## config.mk

```make
export PLATFORM = sky130hd
export DESIGN_NAME = chan_readout_sequencer
export DESIGN_NICKNAME = d
export VERILOG_FILES = /design/src/rtl/chan_readout_sequencer.sv
export SDC_FILE = /design/constraint.sdc
export NUM_CORES = 1
export LEC_CHECK = 0
export CORE_ASPECT_RATIO = 1.25
export CORE_MARGIN = 2
export CORE_UTILIZATION = 35
export CTS_CLUSTER_DIAMETER = 30
export DETAILED_ROUTE_END_ITERATION = 10
export PLACE_DENSITY = 0.68
export SYNTH_ARGS = -nofsm -noshare
export SYNTH_HDL_FRONTEND = slang
export SYNTH_SLANG_ARGS = --single-unit
```

## constraint.sdc

```tcl
create_clock -name clk -period 6.6 [get_ports clk]
set_clock_uncertainty 0.15 [all_clocks]
set_input_delay 1.98 -clock clk [delete_from_list [all_inputs] [get_ports clk]]
set_output_delay 1.98 -clock clk [all_outputs]
set_load 0.01 [all_outputs]
```

## src/rtl/chan_readout_sequencer.sv

```systemverilog
// Per-event channel readout sequencer: pops one event, then walks the enabled channels
// lowest-first, handing each to the command manager under a per-channel timeout.
module chan_readout_sequencer #(
   parameter int unsigned TIMEOUT_CYCLES = 40000
) (
   input  logic        clk,
   input  logic        reset,
   input  logic        enable,
   input  logic [4:0]  chan_en,
   input  logic        evt_fifo_valid,
   input  logic [31:0] evt_fifo_data,
   output logic        evt_fifo_rd,
   output logic        rd_req,
   output logic [2:0]  rd_chan,
   output logic [4:0]  rd_trig_type,
   output logic [23:0] rd_trig_num,
   input  logic        rd_ack,
   input  logic        rd_done,
   output logic        readout_done,
   output logic [4:0]  timeout_mask,
   output logic [7:0]  timeout_count,
   output logic [15:0] event_count,
   output logic [2:0]  state
);

   localparam logic [2:0] ST_IDLE      = 3'd0;
   localparam logic [2:0] ST_SELECT    = 3'd1;
   localparam logic [2:0] ST_REQUEST   = 3'd2;
   localparam logic [2:0] ST_WAIT_DONE = 3'd3;
   localparam logic [2:0] ST_FINISH    = 3'd4;

   localparam logic [15:0] CNT_LOAD = 16'(TIMEOUT_CYCLES - 1);

   logic [2:0]  state_q, state_d;
   logic [4:0]  pending_q, pending_d;
   logic [4:0]  work_mask_q, work_mask_d;
   logic [15:0] cnt_q, cnt_d;
   logic        evt_fifo_rd_q, evt_fifo_rd_d;
   logic        rd_req_q, rd_req_d;
   logic [2:0]  rd_chan_q, rd_chan_d;
   logic [4:0]  trig_type_q, trig_type_d;
   logic [23:0] trig_num_q, trig_num_d;
   logic        readout_done_q, readout_done_d;
   logic [4:0]  timeout_mask_q, timeout_mask_d;
   logic [7:0]  timeout_count_q, timeout_count_d;
   logic [15:0] event_count_q, event_count_d;
   logic [2:0]  lowest_chan;
   logic        expire;

   // Descending scan so the last hit, i.e. the lowest pending channel, wins.
   always_comb begin
      lowest_chan = 3'd0;
      for (int i = 4; i >= 0; i--) begin
         if (pending_q[i]) lowest_chan = 3'(i);
      end
   end

   always_comb begin
      // NOTE: every output of this block gets a default first so no path leaves it unassigned (no latches).
      state_d         = state_q;
      pending_d       = pending_q;
      work_mask_d     = work_mask_q;
      cnt_d           = cnt_q;
      evt_fifo_rd_d   = 1'b0;
      rd_req_d        = rd_req_q;
      rd_chan_d       = rd_chan_q;
      trig_type_d     = trig_type_q;
      trig_num_d      = trig_num_q;
      readout_done_d  = 1'b0;
      timeout_mask_d  = timeout_mask_q;
      timeout_count_d = timeout_count_q;
      event_count_d   = event_count_q;
      expire          = 1'b0;

      case (state_q)
         ST_IDLE: begin
            if (enable && evt_fifo_valid) begin
               trig_type_d   = evt_fifo_data[28:24];
               trig_num_d    = evt_fifo_data[23:0];
               pending_d     = chan_en;
               work_mask_d   = 5'd0;
               evt_fifo_rd_d = 1'b1;
               state_d       = ST_SELECT;
            end
         end
         ST_SELECT: begin
            if (pending_q == 5'd0) begin
               state_d = ST_FINISH;
            end else begin
               rd_chan_d = lowest_chan;
               rd_req_d  = 1'b1;
               cnt_d     = CNT_LOAD;
               state_d   = ST_REQUEST;
            end
         end
         ST_REQUEST: begin
            if (rd_ack) begin
               rd_req_d = 1'b0;
               cnt_d    = CNT_LOAD;
               state_d  = ST_WAIT_DONE;
            end else if (cnt_q == 16'd0) begin
               expire = 1'b1;
            end else begin
               cnt_d = cnt_q - 16'd1;
            end
         end
         ST_WAIT_DONE: begin
            if (rd_done) begin
               pending_d[rd_chan_q] = 1'b0;
               state_d              = ST_SELECT;
            end else if (cnt_q == 16'd0) begin
               expire = 1'b1;
            end else begin
               cnt_d = cnt_q - 16'd1;
            end
         end
         ST_FINISH: begin
            readout_done_d = 1'b1;
            timeout_mask_d = work_mask_q;
            event_count_d  = event_count_q + 16'd1;
            state_d        = ST_IDLE;
         end
         default: state_d = ST_IDLE;
      endcase

      // A dead channel is abandoned and recorded, and the walk moves on.
      if (expire) begin
         work_mask_d[rd_chan_q] = 1'b1;
         if (timeout_count_q != 8'hFF) timeout_count_d = timeout_count_q + 8'd1;
         pending_d[rd_chan_q] = 1'b0;
         rd_req_d             = 1'b0;
         state_d              = ST_SELECT;
      end
   end

   always_ff @(posedge clk or posedge reset) begin
      if (reset) begin
         state_q         <= ST_IDLE;
         pending_q       <= 5'd0;
         work_mask_q     <= 5'd0;
         cnt_q           <= 16'd0;
         evt_fifo_rd_q   <= 1'b0;
         rd_req_q        <= 1'b0;
         rd_chan_q       <= 3'd0;
         trig_type_q     <= 5'd0;
         trig_num_q      <= 24'd0;
         readout_done_q  <= 1'b0;
         timeout_mask_q  <= 5'd0;
         timeout_count_q <= 8'd0;
         event_count_q   <= 16'd0;
      end else begin
         // NOTE: non-blocking assignments so every register sees the pre-edge values of the others.
         state_q         <= state_d;
         pending_q       <= pending_d;
         work_mask_q     <= work_mask_d;
         cnt_q           <= cnt_d;
         evt_fifo_rd_q   <= evt_fifo_rd_d;
         rd_req_q        <= rd_req_d;
         rd_chan_q       <= rd_chan_d;
         trig_type_q     <= trig_type_d;
         trig_num_q      <= trig_num_d;
         readout_done_q  <= readout_done_d;
         timeout_mask_q  <= timeout_mask_d;
         timeout_count_q <= timeout_count_d;
         event_count_q   <= event_count_d;
      end
   end

   assign evt_fifo_rd   = evt_fifo_rd_q;
   assign rd_req        = rd_req_q;
   assign rd_chan       = rd_chan_q;
   assign rd_trig_type  = trig_type_q;
   assign rd_trig_num   = trig_num_q;
   assign readout_done  = readout_done_q;
   assign timeout_mask  = timeout_mask_q;
   assign timeout_count = timeout_count_q;
   assign event_count   = event_count_q;
   assign state         = state_q;

endmodule

```

* Word-level counts from Yosys, hierarchy flattened
Index checks and enable logic that the tools add are counted.
W data, S select, Z words.
** Storage, ports and cells
- Memory bits (writable) :: 0
- Memory bits (read-only) :: 0
- Latch bits :: 0
- Input port bits :: 43
- Output and inout port bits :: 67
- Memories :: 0
- Word-level logic and storage cells :: 83
- Flip-flop bits (word level) :: 93
** Cells by class
- Multiplexer cells :: 36
- Reductions and logical operators :: 13
- $add $sub $neg :: 3
- Divide/modulo/power cells :: 0
- Equal/unequal tests :: 11
- Bitwise gates (word level) :: 5
- $lt $le $gt $ge :: 2
- Shifts and indexed selects :: 0
- Multiply operators :: 0
** Operators with widths (count)
- $mux W16 :: 4
- $pmux W16 S3 :: 1
- $mux W3 :: 10
- $mux W5 :: 6
- $add A16 B1 Y16 const B :: 1
- $logic_not A16 Y1 :: 1
- $sub A16 B1 Y16 const B :: 1
- $ne A3 B3 Y1 const B :: 4
- $pmux W3 S4 :: 1
- $and A5 B5 Y5 :: 2
- $mux W1 :: 10
- $pmux W5 S2 :: 1
- $reduce_and A3 Y1 :: 3
- $add A8 B1 Y8 const B :: 1
- $ne A8 B8 Y1 const B :: 1
- $eq A3 B2 Y1 const B :: 2
- $reduce_and A2 Y1 :: 3
- $reduce_bool A3 Y1 :: 2
- $logic_not A5 Y1 :: 1
- $not A5 Y5 :: 1
- $or A5 B5 Y5 :: 1
- $lt A3 B4 Y1 const B :: 1
- $ne A2 B2 Y1 const B :: 2
- $pmux W1 S2 :: 2
- 7 further kinds :: 8

* Logic depth before layout (Yosys ltp)
- Depth after elaboration :: 10
- Mapped depth :: 10
- Depth with buffers taken out :: 7

* Worst setup path after synthesis
Ideal clock, no wire load.
- Path type :: input to register
- Start point :: in rd_done
- End point :: reg timeout_count_q[7] (netlist: timeout_count[7])
- Library setup time :: 0.079 ns
- Arrival :: 3.244 ns
- Stages on the path :: 6
- Slack :: 3.127 ns
- Buffers on the path :: 1
- Data required time :: 6.371 ns
- Path through :: and2_2 -> a211o_1 -> or3_1 -> buf_2 -> nor3_1 -> xor2_1
** On the way
- Cells in the longest elaborated chain, start to end :: 3
** RTL lines
- start, declared :: RTL line 18 : input logic rd_done,
- $mux W1 :: RTL line 108 : if (rd_done) begin
- $pmux W1 S2 :: RTL line 75 : case (state_q)
- $reduce_and A2 Y1 (no line)
- end signal, assigned :: RTL line 164 : timeout_count_q <= timeout_count_d;
- end, declared :: RTL line 45 : logic [7:0] timeout_count_q, timeout_count_d;
Every way passes these cells.
A chain may end at the register's enable or synchronous reset.

* Final worst setup path
- Start point :: in enable
- End point :: reg pending_q[2]
** On the way
- Cells in the longest elaborated chain, start to end :: 5
** RTL lines
- start, declared :: RTL line 8 : input logic enable,
- $logic_and A1 B1 Y1 * :: RTL line 77 : if (enable && evt_fifo_valid) begin
- $mux W5 * :: RTL line 77
- $pmux W5 S2 * :: RTL line 75
- $and A5 B5 Y5 (no line)
- $mux W5 * :: RTL line 127 : if (expire) begin
- named net pending_d[2] :: RTL line 35 : logic [4:0] pending_q, pending_d;
- end signal, assigned :: RTL line 154 : pending_q <= pending_d;
- end, declared :: RTL line 35
Mark *: on every way through the listed nets, which the timed path passes. The rest lies on a longest branch.

==> metrics.md <==
| Metric | Value |
|---|---|
| DR vias/cell | a little under 5 |
| Most common cell after layout, fill and taps aside | nand2_1 |
| P per Cell Area | around 360 nW/um2 |
| Cts hold-fix bufs | 0 |
| First-pass DRT Iterations | 4 |
| Worst Max-Slew Pin Slew | 1.14 ns |
| Hpwl dp | roughly 7000 um |
| Residual DRC | 0 |
| P_sw | 0.000655 W |
| CP peak stage delay | 0.69 ns |
| Root Driver | clkbuf_16 |
| Min Hold Slack | 0.314 ns |
| # H-tree levels | 3 |
| Synth area leader | dfrtp_1 |
| Status | finished, final reports clean |
| Area contributors post-synth | dfrtp_1 (56%), nand2_1 (10%), xnor2_1 (3.1%), xor2_1 (2.7%), nor2_1 (2.3%) |
| Diode count | 0 |
| Setup tns final | 0 ns |
| Max Clock Freq | 225 MHz |
| Post-Syn Area | around 4200 um2 |
| Crit path max fanout | 39 |
| Worst Hold Path EP | event_count[15] |
| Period utilization | 0.672 |
| Fraction of layout cells with a size suffix above 1 | 0.0758 |
| Final nets | between 500 and 600 |
| Gpl congestion | ~0.8 |
| WP data arrival | 4.54 ns |
| Unrepaired setup endpoints after global routing | no |
| CP max-delay cell | inv_1 |
| Rows | 44 |
| Sw frac | 0.320 |
| First-pass GRT wire length | approximately 17000 um |
| Hold Path Depth | 1 |
| Relative slew slack | 0.240 |
| Layout fillers | around 1100 |
| P_leak | about 2.5 nW |
| Max Buffers Root-to-Sink | 2 |
| Via count | between 3000 and 4000 |
| FF-to-FF path depth | 7 |
| Cts repair resizes | 0 |
| Number of setup buffers added after CTS | 0 |
| CTS tree | done |
| Clk pin slew, worst setup/hold paths | around 0.06 ns |
| Area Growth Syn to Fin | 36.1% |
| GRT Util Overall | 0.161 |
| Num CTS Buffers | 9 |
| Seq pwr share | 0.405 |
| Synth Net Count | between 400 and 500 |
| RR Endpoint | pending_q[2] |
| Die area | roughly 13000 um2 |
| Beginning of the worst register-to-register path | state[1] |
| Combinational power share | 0.330 |
| CP top delay family | buffers and inverters |
| Cells after synthesis | between 400 and 500 |
| Hold Vio Cnt, Final | 0 |
| Clock Power Share | 0.266 |
| Seq/Total Area, Yosys | 0.556 |
| Core ar. | roughly 12000 um2 |
| Synth unique cells | 53 |
| Synth top area share | 0.556 |
| Routed len/inst | approximately 14 um |
| DIE HEIGHT | 126 um |
| WP buf/inv | 2 |
| CP Class | input pin to flip-flop |
| Post-Syn Area per Cell | about 9.9 um2 |
| Yosys warns | 0 |
| Commonest non-fill, non-tap cells in the layout | nand2_1 (113), clkdlybuf4s50_1 (106), dfrtp_1 (93) |
| Vias in the first global route | between 3000 and 4000 |
| # IOs | between 100 and 150 |
| Cell seen most often among critical-path stages | a21oi_1 |
| Max_cap viols | 0 |
| Setup violators final | 0 |
| WL final | 9940 um |
| Final worst path period need | approximately 4.4 ns |
| Hold Crit Start | event_count[15] |
| Count of input and output buffers | 106 |
| Worst skew pair latency | around 0.33 ns |
| Die Wd | roughly 100 um |
| Initial Utilization | 0.360 |
| Sink Count | 93 |
| Initial antenna violation count | 0 |
| Internal Power | 0.00139 W |
| CP Launch Type | input pin |
| Tightest Hold Check Type | flip-flop to flip-flop |
| Grt total ovfl | 0 |
| Worst Path Required | approximately 6.7 ns |
| Crit. End Element | flip-flop |
| Post-route ant nets | 0 |
| Post-synth EDFFs | 0 |
| Peak supply drop | roughly 0.17 mV |
| Predominant post-synthesis flop cell | dfrtp_1 |
| Initial DRC count | ~100 |
| Yosys reg bits | 93 |
| Pins Over Slew Limit | 0 |
| Async SR Flop Fraction | 1.00 |
| Cell breakdown of the critical path | clkdlybuf4s50_1 -> nand3_1 -> or2_2 -> inv_1 -> a311oi_1 -> a21oi_1 -> a21oi_1 |
| Largest net degree at the start of global routing | 57 |
| FF-to-FF setup slack | between 3 and 4 ns |
[power by group through the flow]
stage	clock network [W]	registers, W	logic [W]
6_report	0.000544	0.000829	0.000676
5_1_grt	0.000583	0.000849	0.000753
4_1_cts	0.000559	0.000829	0.000688
3_5_place_dp	0	0.000838	0.000683
3_3_place_gp	0	0.000830	0.000666
2_1_floorplan	0	0.000861	0.000318
[worst max-delay path by stage]
stage            from  cells after the start  slack [ns]           end
5_1_grt        enable                      7        1.84  pending_q[0]
2_1_floorplan   reset                      1        2.05      cnt_q[0]
6_report       enable                      7        2.16  pending_q[2]
4_1_cts        enable                      7        2.14  pending_q[2]
3_3_place_gp   enable                      7        1.84  pending_q[2]
3_5_place_dp   enable                      7        1.79  pending_q[2]
[worst reg2reg max path, cell delays in order (launching register included)]
cell,delay [ns]
dfrtp_1,0.63
nor2_1,0.11
nand3_1,0.15
or2_2,0.56
inv_1,0.71
a311oi_1,0.49
a21oi_1,0.07
a21oi_1,0.17
[stage by stage]
step	setup WS [ns]	area (um2)	instances	util	total power, W
after floorplan	2.05	4190	421	-	0.00118
after global placement	1.84	5380	674	0.463	0.00150
after detailed placement	1.79	5380	674	0.463	0.00152
after CTS	2.14	5700	689	0.490	0.00208
after global routing	1.84	5700	689	0.490	0.00219
final	2.16	5700	689	0.490	0.00205
[sequential cells by signal, indices dropped and copies added (netlist names)]
name           cells
cnt_q             16
event_count       16
evt_fifo_rd        1
pending_q          5
rd_chan            3
rd_req             1
rd_trig_num       24
rd_trig_type       5
readout_done       1
state              3
timeout_count      8
timeout_mask       5
work_mask_q        5
[area by class of cell]
cell class,count,area (um2),share of cell area
Sequential cell,93,2330,0.409
Multi-Input combinational cell,302,1740,0.306
Timing Repair Buffer,107,1070,0.188
Clock buffer,10,239,0.0420
Tap cell,161,201,0.0354
Clock inverter,5,75.1,0.0132
Inverter,11,42.5,0.00747
[logic make-up (layout without fill, tap and decap cells)]
group / after synthesis / count (layout) / synth area share
XOR/XNOR: 28 / 28 / 0.0586
multiplexers: 8 / 8 / 0.0212
AO/OA/AOI/OAI: 43 / 43 / 0.0724
adder cells (fa/ha/maj): 3 / 3 / 0.00897
buffers and inverters: 26 / 133 / 0.0287
AND/OR/NAND/NOR: 220 / 220 / 0.254
flip-flops: 93 / 93 / 0.556
[routing by layer]
| layer | global-route usage | vias up | routed length [um] |
|---|---|---|---|
| li1 | - | 1642 | - |
| met4 | 0.0604 | 0 | 94 |
| met2 | 0.270 | 76 | 4990 |
| met5 | 0 | - | 0 |
| met3 | 0.0289 | 8 | 462 |
| met1 | 0.206 | 1630 | 4390 |
[cells in the mapped netlist (2+ instances only)]
cell type  count
o41ai_1        2
or3b_2         2
ha_1           3
or2_2          2
o211ai_1       3
dfrtp_1       93
a21oi_1       15
mux2_2         7
buf_2          4
or4_1          7
clkbuf_1       9
o31ai_1        4
xnor2_1       15
o21ai_0        5
nand2_1      113
nand3_1       16
nor3_1        11
nor3b_1        3
nand4_1       11
or3_1          5
and3_1         2
a21o_1         4
a22o_1         2
inv_1         11
nor2_1        26
nor4_1         5
xor2_1        13
nor2b_1        3
Power figures use the tool's default switching activity.
